<file path="src/rtl/md_unit.sv">
// rtl/md_unit.sv - iterative multiply/divide unit with architectural HI/LO registers
// Radix-2 shift-add multiply and restoring divide on magnitudes, one step per cycle, sign fix in a final cycle.
module md_unit #(
  parameter  int WIDTH = 32,
  localparam int CNT_W = $clog2(WIDTH) + 1
) (
  input  logic             clk,
  input  logic             rst,
  input  logic             start,
  input  logic [3:0]       op,
  input  logic [WIDTH-1:0] x,
  input  logic [WIDTH-1:0] y,
  input  logic             flush,
  output logic             busy,
  output logic             done,
  output logic [WIDTH-1:0] hi,
  output logic [WIDTH-1:0] lo
);

  localparam logic [3:0] OP_MULT  = 4'b0001;
  localparam logic [3:0] OP_MULTU = 4'b0010;
  localparam logic [3:0] OP_DIV   = 4'b0011;
  localparam logic [3:0] OP_DIVU  = 4'b0100;
  localparam logic [3:0] OP_MTHI  = 4'b0101;
  localparam logic [3:0] OP_MTLO  = 4'b0110;

  typedef enum logic [1:0] {
    S_IDLE = 2'd0,
    S_CALC = 2'd1,
    S_FIX  = 2'd2
  } state_t;

  state_t               r_state;
  state_t               w_next;
  logic [CNT_W-1:0]     r_cnt;
  logic [2*WIDTH-1:0]   r_acc;
  logic [WIDTH-1:0]     r_mcand;
  logic                 r_is_div;
  logic                 r_sx;
  logic                 r_neg;
  logic                 r_dz;
  logic                 r_done;
  logic [WIDTH-1:0]     r_hi;
  logic [WIDTH-1:0]     r_lo;

  logic                 w_is_md;
  logic                 w_signed;
  logic                 w_div;
  logic                 w_req;
  logic                 w_accept;
  logic                 w_mt_hi;
  logic                 w_mt_lo;
  logic                 w_last;
  logic                 w_fix_commit;
  logic [WIDTH-1:0]     w_abs_x;
  logic [WIDTH-1:0]     w_abs_y;
  logic [WIDTH:0]       w_mul_add;
  logic [2*WIDTH-1:0]   w_mul_acc;
  logic [WIDTH:0]       w_sh;
  logic [WIDTH+1:0]     w_sub;
  logic                 w_div_neg;
  logic [2*WIDTH-1:0]   w_div_acc;
  logic [2*WIDTH-1:0]   w_prod_fix;
  logic [WIDTH-1:0]     w_quot;
  logic [WIDTH-1:0]     w_rem;
  logic [WIDTH-1:0]     w_quot_fix;
  logic [WIDTH-1:0]     w_rem_fix;

  // Request decode; flush always beats a request presented in IDLE.
  assign w_is_md  = (op == OP_MULT) || (op == OP_MULTU) || (op == OP_DIV) || (op == OP_DIVU);
  assign w_signed = (op == OP_MULT) || (op == OP_DIV);
  assign w_div    = (op == OP_DIV)  || (op == OP_DIVU);
  assign w_req    = (r_state == S_IDLE) && start && !flush;
  assign w_accept = w_req && w_is_md;
  assign w_mt_hi  = w_req && (op == OP_MTHI);
  assign w_mt_lo  = w_req && (op == OP_MTLO);
  assign w_abs_x  = (w_signed && x[WIDTH-1]) ? -x : x;
  assign w_abs_y  = (w_signed && y[WIDTH-1]) ? -y : y;
  assign w_last   = (r_cnt == CNT_W'(WIDTH - 1));

  // Multiply: {carry, upper half} gets the multiplicand when the multiplier LSB is set, then shift right.
  assign w_mul_add = {1'b0, r_acc[2*WIDTH-1:WIDTH]} + {1'b0, (r_acc[0] ? r_mcand : {WIDTH{1'b0}})};
  assign w_mul_acc = {w_mul_add, r_acc[WIDTH-1:1]};

  // Divide: upper half is the partial remainder, lower half shifts dividend bits out and quotient bits in.
  assign w_sh      = {r_acc[2*WIDTH-1:WIDTH], r_acc[WIDTH-1]};
  assign w_sub     = {1'b0, w_sh} - {2'b00, r_mcand};
  assign w_div_neg = w_sub[WIDTH+1];
  assign w_div_acc = {(w_div_neg ? w_sh[WIDTH-1:0] : w_sub[WIDTH-1:0]), r_acc[WIDTH-2:0], ~w_div_neg};

  // With a zero divisor the remainder is |x|, so restoring the sign of x hands back the original x.
  assign w_prod_fix = r_neg ? -r_acc : r_acc;
  assign w_quot     = r_acc[WIDTH-1:0];
  assign w_rem      = r_acc[2*WIDTH-1:WIDTH];
  assign w_quot_fix = r_dz ? {WIDTH{1'b1}} : (r_neg ? -w_quot : w_quot);
  assign w_rem_fix  = r_sx ? -w_rem : w_rem;

  always_ff @(posedge clk or posedge rst) begin
    if (rst) begin
      r_state <= S_IDLE;
    end else begin
      r_state <= w_next;
    end
  end

  always_comb begin
    w_next = r_state;
    case (r_state)
      S_IDLE: begin
        if (w_accept) w_next = S_CALC;
      end
      S_CALC: begin
        if (flush)       w_next = S_IDLE;
        else if (w_last) w_next = S_FIX;
      end
      S_FIX:   w_next = S_IDLE;
      default: w_next = S_IDLE;
    endcase
  end

  always_comb begin
    busy         = 1'b0;
    w_fix_commit = 1'b0;
    case (r_state)
      S_CALC: busy = 1'b1;
      S_FIX: begin
        busy         = 1'b1;
        w_fix_commit = !flush;
      end
      default: ;
    endcase
  end

  always_ff @(posedge clk or posedge rst) begin
    if (rst) begin
      r_cnt    <= '0;
      r_acc    <= '0;
      r_mcand  <= '0;
      r_is_div <= 1'b0;
      r_sx     <= 1'b0;
      r_neg    <= 1'b0;
      r_dz     <= 1'b0;
      r_done   <= 1'b0;
      r_hi     <= '0;
      r_lo     <= '0;
    end else begin
      r_done <= w_fix_commit;
      if (w_accept) begin
        r_cnt    <= '0;
        r_is_div <= w_div;
        r_sx     <= w_signed && x[WIDTH-1];
        r_neg    <= w_signed && (x[WIDTH-1] ^ y[WIDTH-1]);
        r_dz     <= (y == '0);
        r_mcand  <= w_div ? w_abs_y : w_abs_x;
        r_acc    <= {{WIDTH{1'b0}}, (w_div ? w_abs_x : w_abs_y)};
      end else if (r_state == S_CALC) begin
        r_cnt <= r_cnt + CNT_W'(1);
        r_acc <= r_is_div ? w_div_acc : w_mul_acc;
      end
      if (w_mt_hi) r_hi <= x;
      if (w_mt_lo) r_lo <= x;
      if (w_fix_commit) begin
        if (r_is_div) begin
          r_hi <= w_rem_fix;
          r_lo <= w_quot_fix;
        end else begin
          r_hi <= w_prod_fix[2*WIDTH-1:WIDTH];
          r_lo <= w_prod_fix[WIDTH-1:0];
        end
      end
    end
  end

  assign done = r_done;
  assign hi   = r_hi;
  assign lo   = r_lo;

endmodule

</file>
<file path="config.mk">
export PLATFORM = sky130hd
export DESIGN_NAME = md_unit
export DESIGN_NICKNAME = d
export VERILOG_FILES = /design/src/rtl/md_unit.sv
export SDC_FILE = /design/constraint.sdc
export NUM_CORES = 1
export LEC_CHECK = 0
export ABC_AREA = 0
export CORE_AREA = 2 2 161 163
export CTS_CLUSTER_SIZE = 8
export DETAILED_ROUTE_END_ITERATION = 10
export DIE_AREA = 0 0 163 165
export PLACE_DENSITY_LB_ADDON = 0.2
export SYNTH_ARGS = -nofsm -noshare
export SYNTH_HDL_FRONTEND = slang
export SYNTH_SLANG_ARGS = --single-unit
</file>
<file path="constraint.sdc">
create_clock -name clk -period 7.8 [get_ports clk]
set_clock_uncertainty 0.2 [all_clocks]
set_input_delay 1.17 -clock clk [delete_from_list [all_inputs] [get_ports clk]]
set_output_delay 1.17 -clock clk [all_outputs]
set_load 0.03 [all_outputs]
</file>
==> results of run 1 <==
## cell usage after synthesis (all sizes together), types with 6 or more instances
master | n | area [um^2]
a211oi | 8 | 60.1
a21o | 26 | 196
a21oi | 160 | 823
a221oi | 6 | 58.8
a31oi | 20 | 125
a32oi | 34 | 298
and2 | 13 | 86.3
buf | 21 | 101
clkbuf | 89 | 334
dfrtp | 173 | 4330
ha | 73 | 913
inv | 70 | 263
mux2 | 6 | 71.3
mux2i | 63 | 631
nand2 | 230 | 871
nand2b | 18 | 113
nand3 | 18 | 90.1
nand4 | 12 | 81.3
nor2 | 157 | 613
nor2b | 12 | 75.1
nor3 | 33 | 176
nor4 | 18 | 153
o211ai | 14 | 105
o21ai | 119 | 607
o21bai | 10 | 75.1
o221ai | 34 | 298
o22a | 19 | 166
o22ai | 27 | 169
o31ai | 20 | 164
o32a | 9 | 90.1
o41ai | 13 | 144
or3 | 14 | 92.6
or4 | 14 | 116
xnor2 | 77 | 674
xor2 | 102 | 893
## sequential cells by signal, indices dropped and copies added, names as in the netlist
signal,cells
r_dz,1
r_mcand,32
r_neg,1
r_cnt,6
r_state,2
lo,32
r_sx,1
r_is_div,1
r_acc,64
done,1
hi,32
## area by class of cell
type	count	area (um^2)	share of cell area
Multi-Input combinational cell	1438	9630	0.573
Inverter	70	268	0.0159
Clock buffer	23	478	0.0285
Sequential cell	173	4330	0.258
Tap cell	330	413	0.0246
Clock inverter	9	158	0.00939
Timing Repair Buffer	156	1510	0.0902
## worst max-delay path by stage
stage	slack (ps)	cells after the start	endpoint	start
floorplan	1740	1	done	rst
global placement	3250	8	r_acc[59]	op[3]
detailed placement	3230	9	r_acc[59]	start
CTS	3460	14	r_acc[63]	r_acc[0]
global route	3080	14	r_acc[56]	r_acc[0]
finish	3370	14	r_acc[63]	r_acc[0]
## power breakdown
group	internal [uW]	switching, uW	total, uW	leakage (uW)
registers	1300	601	1900	0.00211
clock network	564	378	942	0.000304
logic	2100	2990	5090	0.00467
## layer usage
layer	wire, um	track usage
met1	20300	0.490
met2	21800	0.562
met3	3670	0.0585
met4	2620	0.179
met5	0	0
## worst reg2reg max path: cells and delay by family, from the launching register on
kind / cells / cell delay, ps
AOI/OAI and AO/OA: 8 / 2170
and+or+nand+nor: 3 / 620
buffers and inverters: 2 / 510
DFF: 1 / 450
adders and majority gates: 1 / 350
## layout by cell type (no fill, tap or decap), drive strengths merged, types with 9 or more instances in the layout
cell type,synthesis,routed
a21oi,160,160
nand2,230,230
nor3,33,33
dfrtp,173,173
o32a,9,9
xnor2,77,77
o21bai,10,10
or3,14,14
o22a,19,19
o221ai,34,34
clkdlybuf4s50,0,137
nand3,18,18
nor2,157,157
xor2,102,102
o21ai,119,119
and2,13,13
ha,73,73
nor4,18,18
mux2i,63,63
buf,21,19
o22ai,27,27
a21o,26,26
or4,14,14
nor2b,12,12
inv,70,71
o211ai,14,14
o31ai,20,20
clkbuf,89,23
a32oi,34,34
nand2b,18,18
o41ai,13,13
nand4,12,12
a31oi,20,20
## per-stage QoR
step	area [um^2]	util	worst slack (ps)	instances
2_1_floorplan	14600	-	1740	1791
3_3_place_gp	16200	0.645	3250	2167
3_5_place_dp	16200	0.645	3230	2167
4_1_cts	16800	0.671	3460	2199
5_1_grt	16800	0.671	3080	2199
6_report	16800	0.671	3370	2199
## kinds of logic after synthesis
logic type | count (synthesis) | share of synthesized area
AOI/OAI and AO/OA | 559 | 0.258
xor gates and xnor gates | 179 | 0.107
adders and majority gates | 75 | 0.0651
buffers and inverters | 180 | 0.0477
DFF | 173 | 0.296
muxes | 69 | 0.0479
and+or+nand+nor | 556 | 0.179
==> impl_metrics.tcl, run 1 <==
set metrics [dict create \
    num_antenna_cells 0 \
    clk_pin_slew_ps 70 \
    detailed_place_hpwl_um 35600 \
    cpMaxStageDelayCell "o41a_1" \
    grt_max_degree 97 \
    post_drt_wl_per_cell_um 22.0 \
    port_buffers 137 \
    r2r-start "r_acc[0]" \
    drtIter0Drc 1727 \
    drive_above_1_share 0.0578 \
    leakagePower_uw 0.00709 \
    setup_tns_ps 0 \
    max-vdd-ir-drop_v 0.000268 \
    drt-total-wl_um 48400 \
    min_path_cells 2 \
    rsz0062_at_grt "false" \
    crit_type "reg -> reg" \
    synthArstFlopShare 1.00 \
    syn2layout_area_growth_pct 14.7 \
    drc 0 \
    maxCapViolCount 0 \
    cts_tree "yes" \
    period_minus_slack_ps 4430 \
    synth-seq-area-share 0.296 \
    hp-start "r_mcand[20]" \
    core_um2 25000 \
    clockBufferDepth 2 \
    cts_made_buffers 17 \
    synth_cell_types 90 \
    row_count 58 \
    critPathTopFamily "compound AO/OA/AOI/OAI gates" \
    critPathRequiredTime_ps 7900 \
    die_area_um2 26900 \
    antenna_found_initial 0 \
    synth_area_um2 14600 \
    worstSetupEndpointType "flip-flop" \
    status "complete, no violations" \
    path_max_fanout 31 \
    path_buf_inv 2 \
    post_cts_buffers 0 \
    drtAntennaViolNets 0 \
    htreeDepth 4 \
    ff2ff_path_depth 14 \
    holdPathEnd "r_mcand[20]" \
    ff2ff_setup_slack_ps 3370 \
    crit_path_max_incr_delay_ps 470 \
    drtPass1Iterations 6 \
    ys.warnings.count 0 \
    max-slew-margin-rel 0.257 \
    finalCritPeriodShare 0.568 \
    clk_latency_ps 430 \
    initial_core_util 0.585 \
    ys_ff_latch 173 \
    start_kind "flip-flop" \
    synthCells 1791 \
    grt_usage 0.361 \
    synth_edf_count 0 \
    cp_cell_sequence "inv_1, buf_4, nor2_1, ha_1, o211ai_1, a21oi_1, o41a_1, a21oi_2, o21ai_1, a31oi_1, nor2b_1, or4_1, a311oi_1, o41ai_1" \
    total_power_uw 7930 \
    cts_resized 0 \
    ys.flop_type "dfrtp_1" \
    cts_sinks 173 \
    syn_avg_cell_area_um2 8.17 \
    overflow 0 \
    gp_congestion 1.02 \
    cts_root_buf "clkbuf_16" \
    rr_endpoint "r_acc[63]" \
    grt_pass1_vias 13600 \
    ios 138 \
    timing.final.hold_violations 0 \
    grt_first_pass_wirelength_um 75600 \
    worst_pin_slew_ps 1110 \
    hp-class "reg -> reg" \
    vias_per_cell 6.60 \
    cp.arrival_ps 4530 \
    layout.nets 2003 \
    die_h_um 165 \
    fill_cells 2142 \
    finalSetupViolCount 0 \
    p_per_area_nw_per_um2 472 \
    finalMaxSlewViolations 0 \
    ctsHoldBuffers 0 \
    fmax_mhz 226 \
    num_vias 14500 \
    whs_ps 297 \
    syn_nets 1938 \
    die_w_um 163 \
]
No activity file was read; power rests on OpenSTA's default activity.
==> inputs of run 2 (changes only) <==
==> constraint.sdc (replaced) <==
create_clock -name clk -period 4.1 [get_ports clk]
set_clock_uncertainty 0.2 [all_clocks]
set_input_delay 0.615 -clock clk [delete_from_list [all_inputs] [get_ports clk]]
set_output_delay 0.615 -clock clk [all_outputs]
set_load 0.03 [all_outputs]
==> run 2 against run 1 <==
Compared with the run above: critical path depth is 1 lower; combinational power grew 96%; cell area rose by 1.8%; first-iteration DRC count shrank 15%; critical endpoint is now r_acc[60]; highest routed layer unchanged.
==> impl_metrics.tcl, run 2 (synthesized netlist as in run 1, its figures left out) <==
set metrics [dict create \
    clk_latency_ps 450 \
    finalCritPeriodShare 0.923 \
    total_power_uw 15200 \
    num_antenna_cells 0 \
    dpl_cell_area_um2 16500 \
    ios 138 \
    status "complete, no violations" \
    finalMaxSlewViolations 0 \
    num_vias 14500 \
    p_per_area_nw_per_um2 889 \
    max-vdd-ir-drop_v 0.000533 \
    detailed_place_hpwl_um 37600 \
    cts_made_buffers 17 \
    path_max_fanout 25 \
    period_minus_slack_ps 3790 \
    fmax_mhz 264 \
    mostFrequentLayoutCell "nand2_1" \
    dp_slack_ps 211 \
    port_buffers 137 \
    syn2layout_area_growth_pct 16.8 \
    clockBufferDepth 2 \
    largest_reg_flops 64 \
    gp_congestion 0.970 \
    grt_pass1_vias 14000 \
    multi_input_area_um2 9630 \
    cpMaxStageDelayCell "dfrtp_1" \
    core_um2 25000 \
    die_h_um 165 \
    fill_cells 2177 \
    vias_per_cell 6.48 \
    setup_tns_ps 0 \
    leakagePower_uw 0.00728 \
    post_drt_wl_per_cell_um 22.1 \
    cts_tree "yes" \
    hp-class "in -> async" \
    grt_max_degree 87 \
    drive_above_1_share 0.0801 \
    initial_core_util 0.585 \
    finalSetupViolCount 0 \
    antenna_found_initial 0 \
    layout.nets 2045 \
    worst_pin_slew_ps 1350 \
    drtIter0Drc 1465 \
    largest-register "r_acc" \
    clk_pin_slew_ps 80 \
    grt_usage 0.370 \
    cp_cell_sequence "inv_1, buf_6, nor2_1, ha_1, a21oi_2, o211ai_1, a221o_1, a21oi_2, o21ai_1, a221o_1, a21o_1, a2111oi_1, o31ai_1" \
    drc 0 \
    crit_type "reg -> reg" \
    crit_path_max_incr_delay_ps 430 \
    critPathRequiredTime_ps 4220 \
    cts_sinks 173 \
    row_count 58 \
    die_area_um2 26900 \
    fin_area_um2 17100 \
    drtAntennaViolNets 0 \
    ff2ff_setup_slack_ps 310 \
    max-slew-margin-rel 0.0939 \
    drtPass1Iterations 6 \
    cp.arrival_ps 3910 \
    die_w_um 163 \
    final_cell_mix "nand2_1, dfrtp_1, nor2_1" \
    overflow 0 \
    worstSetupEndpointType "flip-flop" \
    fin_ws_ps 315 \
    cts_root_buf "clkbuf_16" \
    htreeDepth 4 \
    start_kind "flip-flop" \
    post_cts_buffers 0 \
    drt-total-wl_um 49400 \
    timing.final.hold_violations 0 \
    rsz0062_at_grt "false" \
    maxCapViolCount 0 \
    grt_first_pass_wirelength_um 77500 \
    regArea_um2 4330 \
]
[run 2: changes by cell type in the layout (fill, tap and decap cells not counted), sizes merged]
cell | previous run | this run
bufinv | 4 | 0
inv | 71 | 78
clkbuf | 23 | 17
clkinvlp | 2 | 3
clkinv | 2 | 3
buf | 19 | 61
[run 2: routing by layer]
layer  up-vias  global-route usage  part of all wire
li1       6738                   -                 -
met1      7009               0.484              0.42
met2       648               0.605              0.46
met3       121              0.0623             0.074
met4         0               0.163             0.042
met5         -                   0                 0
[run 2: worst max-delay path, delay by kind of cell (launching register included)]
family          cells  cell delay, ps
compound gates      9            2100
fa+ha+maj           1             370
buf+inv             2             460
flops               1             430
simple gates        1              80
[run 2: final timing paths]
kind	start	endpoint	cells after the start
min in group clk	r_mcand[12]	r_mcand[12]	2
min reg2reg	r_mcand[12]	r_mcand[12]	2
max reg2reg	r_acc[0]	r_acc[60]	13
max	r_acc[0]	r_acc[60]	13
min	rst	r_acc[28]	2
max in group asynchronous	rst	r_acc[34]	3
[run 2: power breakdown]
| group | switching (uW) | total [uW] | internal (uW) |
|---|---|---|---|
| logic | 5810 | 10000 | 4230 |
| clock network | 847 | 1660 | 813 |
| registers | 1040 | 3500 | 2470 |
[run 2: cell type report]
cell class,count,share of cell area
multi-input cells,1438,0.563
flip-flops and latches,173,0.253
well taps,330,0.0241
repair buffers,198,0.110
inverters,70,0.0156
clock inverters,14,0.00863
clock buffers,17,0.0249
[run 2: timing repair]
action                     4_1_cts  5_1_grt
setup endpoints to repair        0        2
gates resized for setup          0        3
hold buffers                     0        0
[run 2: metrics by stage]
stage               instances  hold WS (ps)   util
CTS                      2240           233  0.683
floorplan                1791           256      -
global route             2240           259  0.683
detailed placement       2209           278  0.660
finish                   2240           236  0.683
global placement         2209           272  0.660
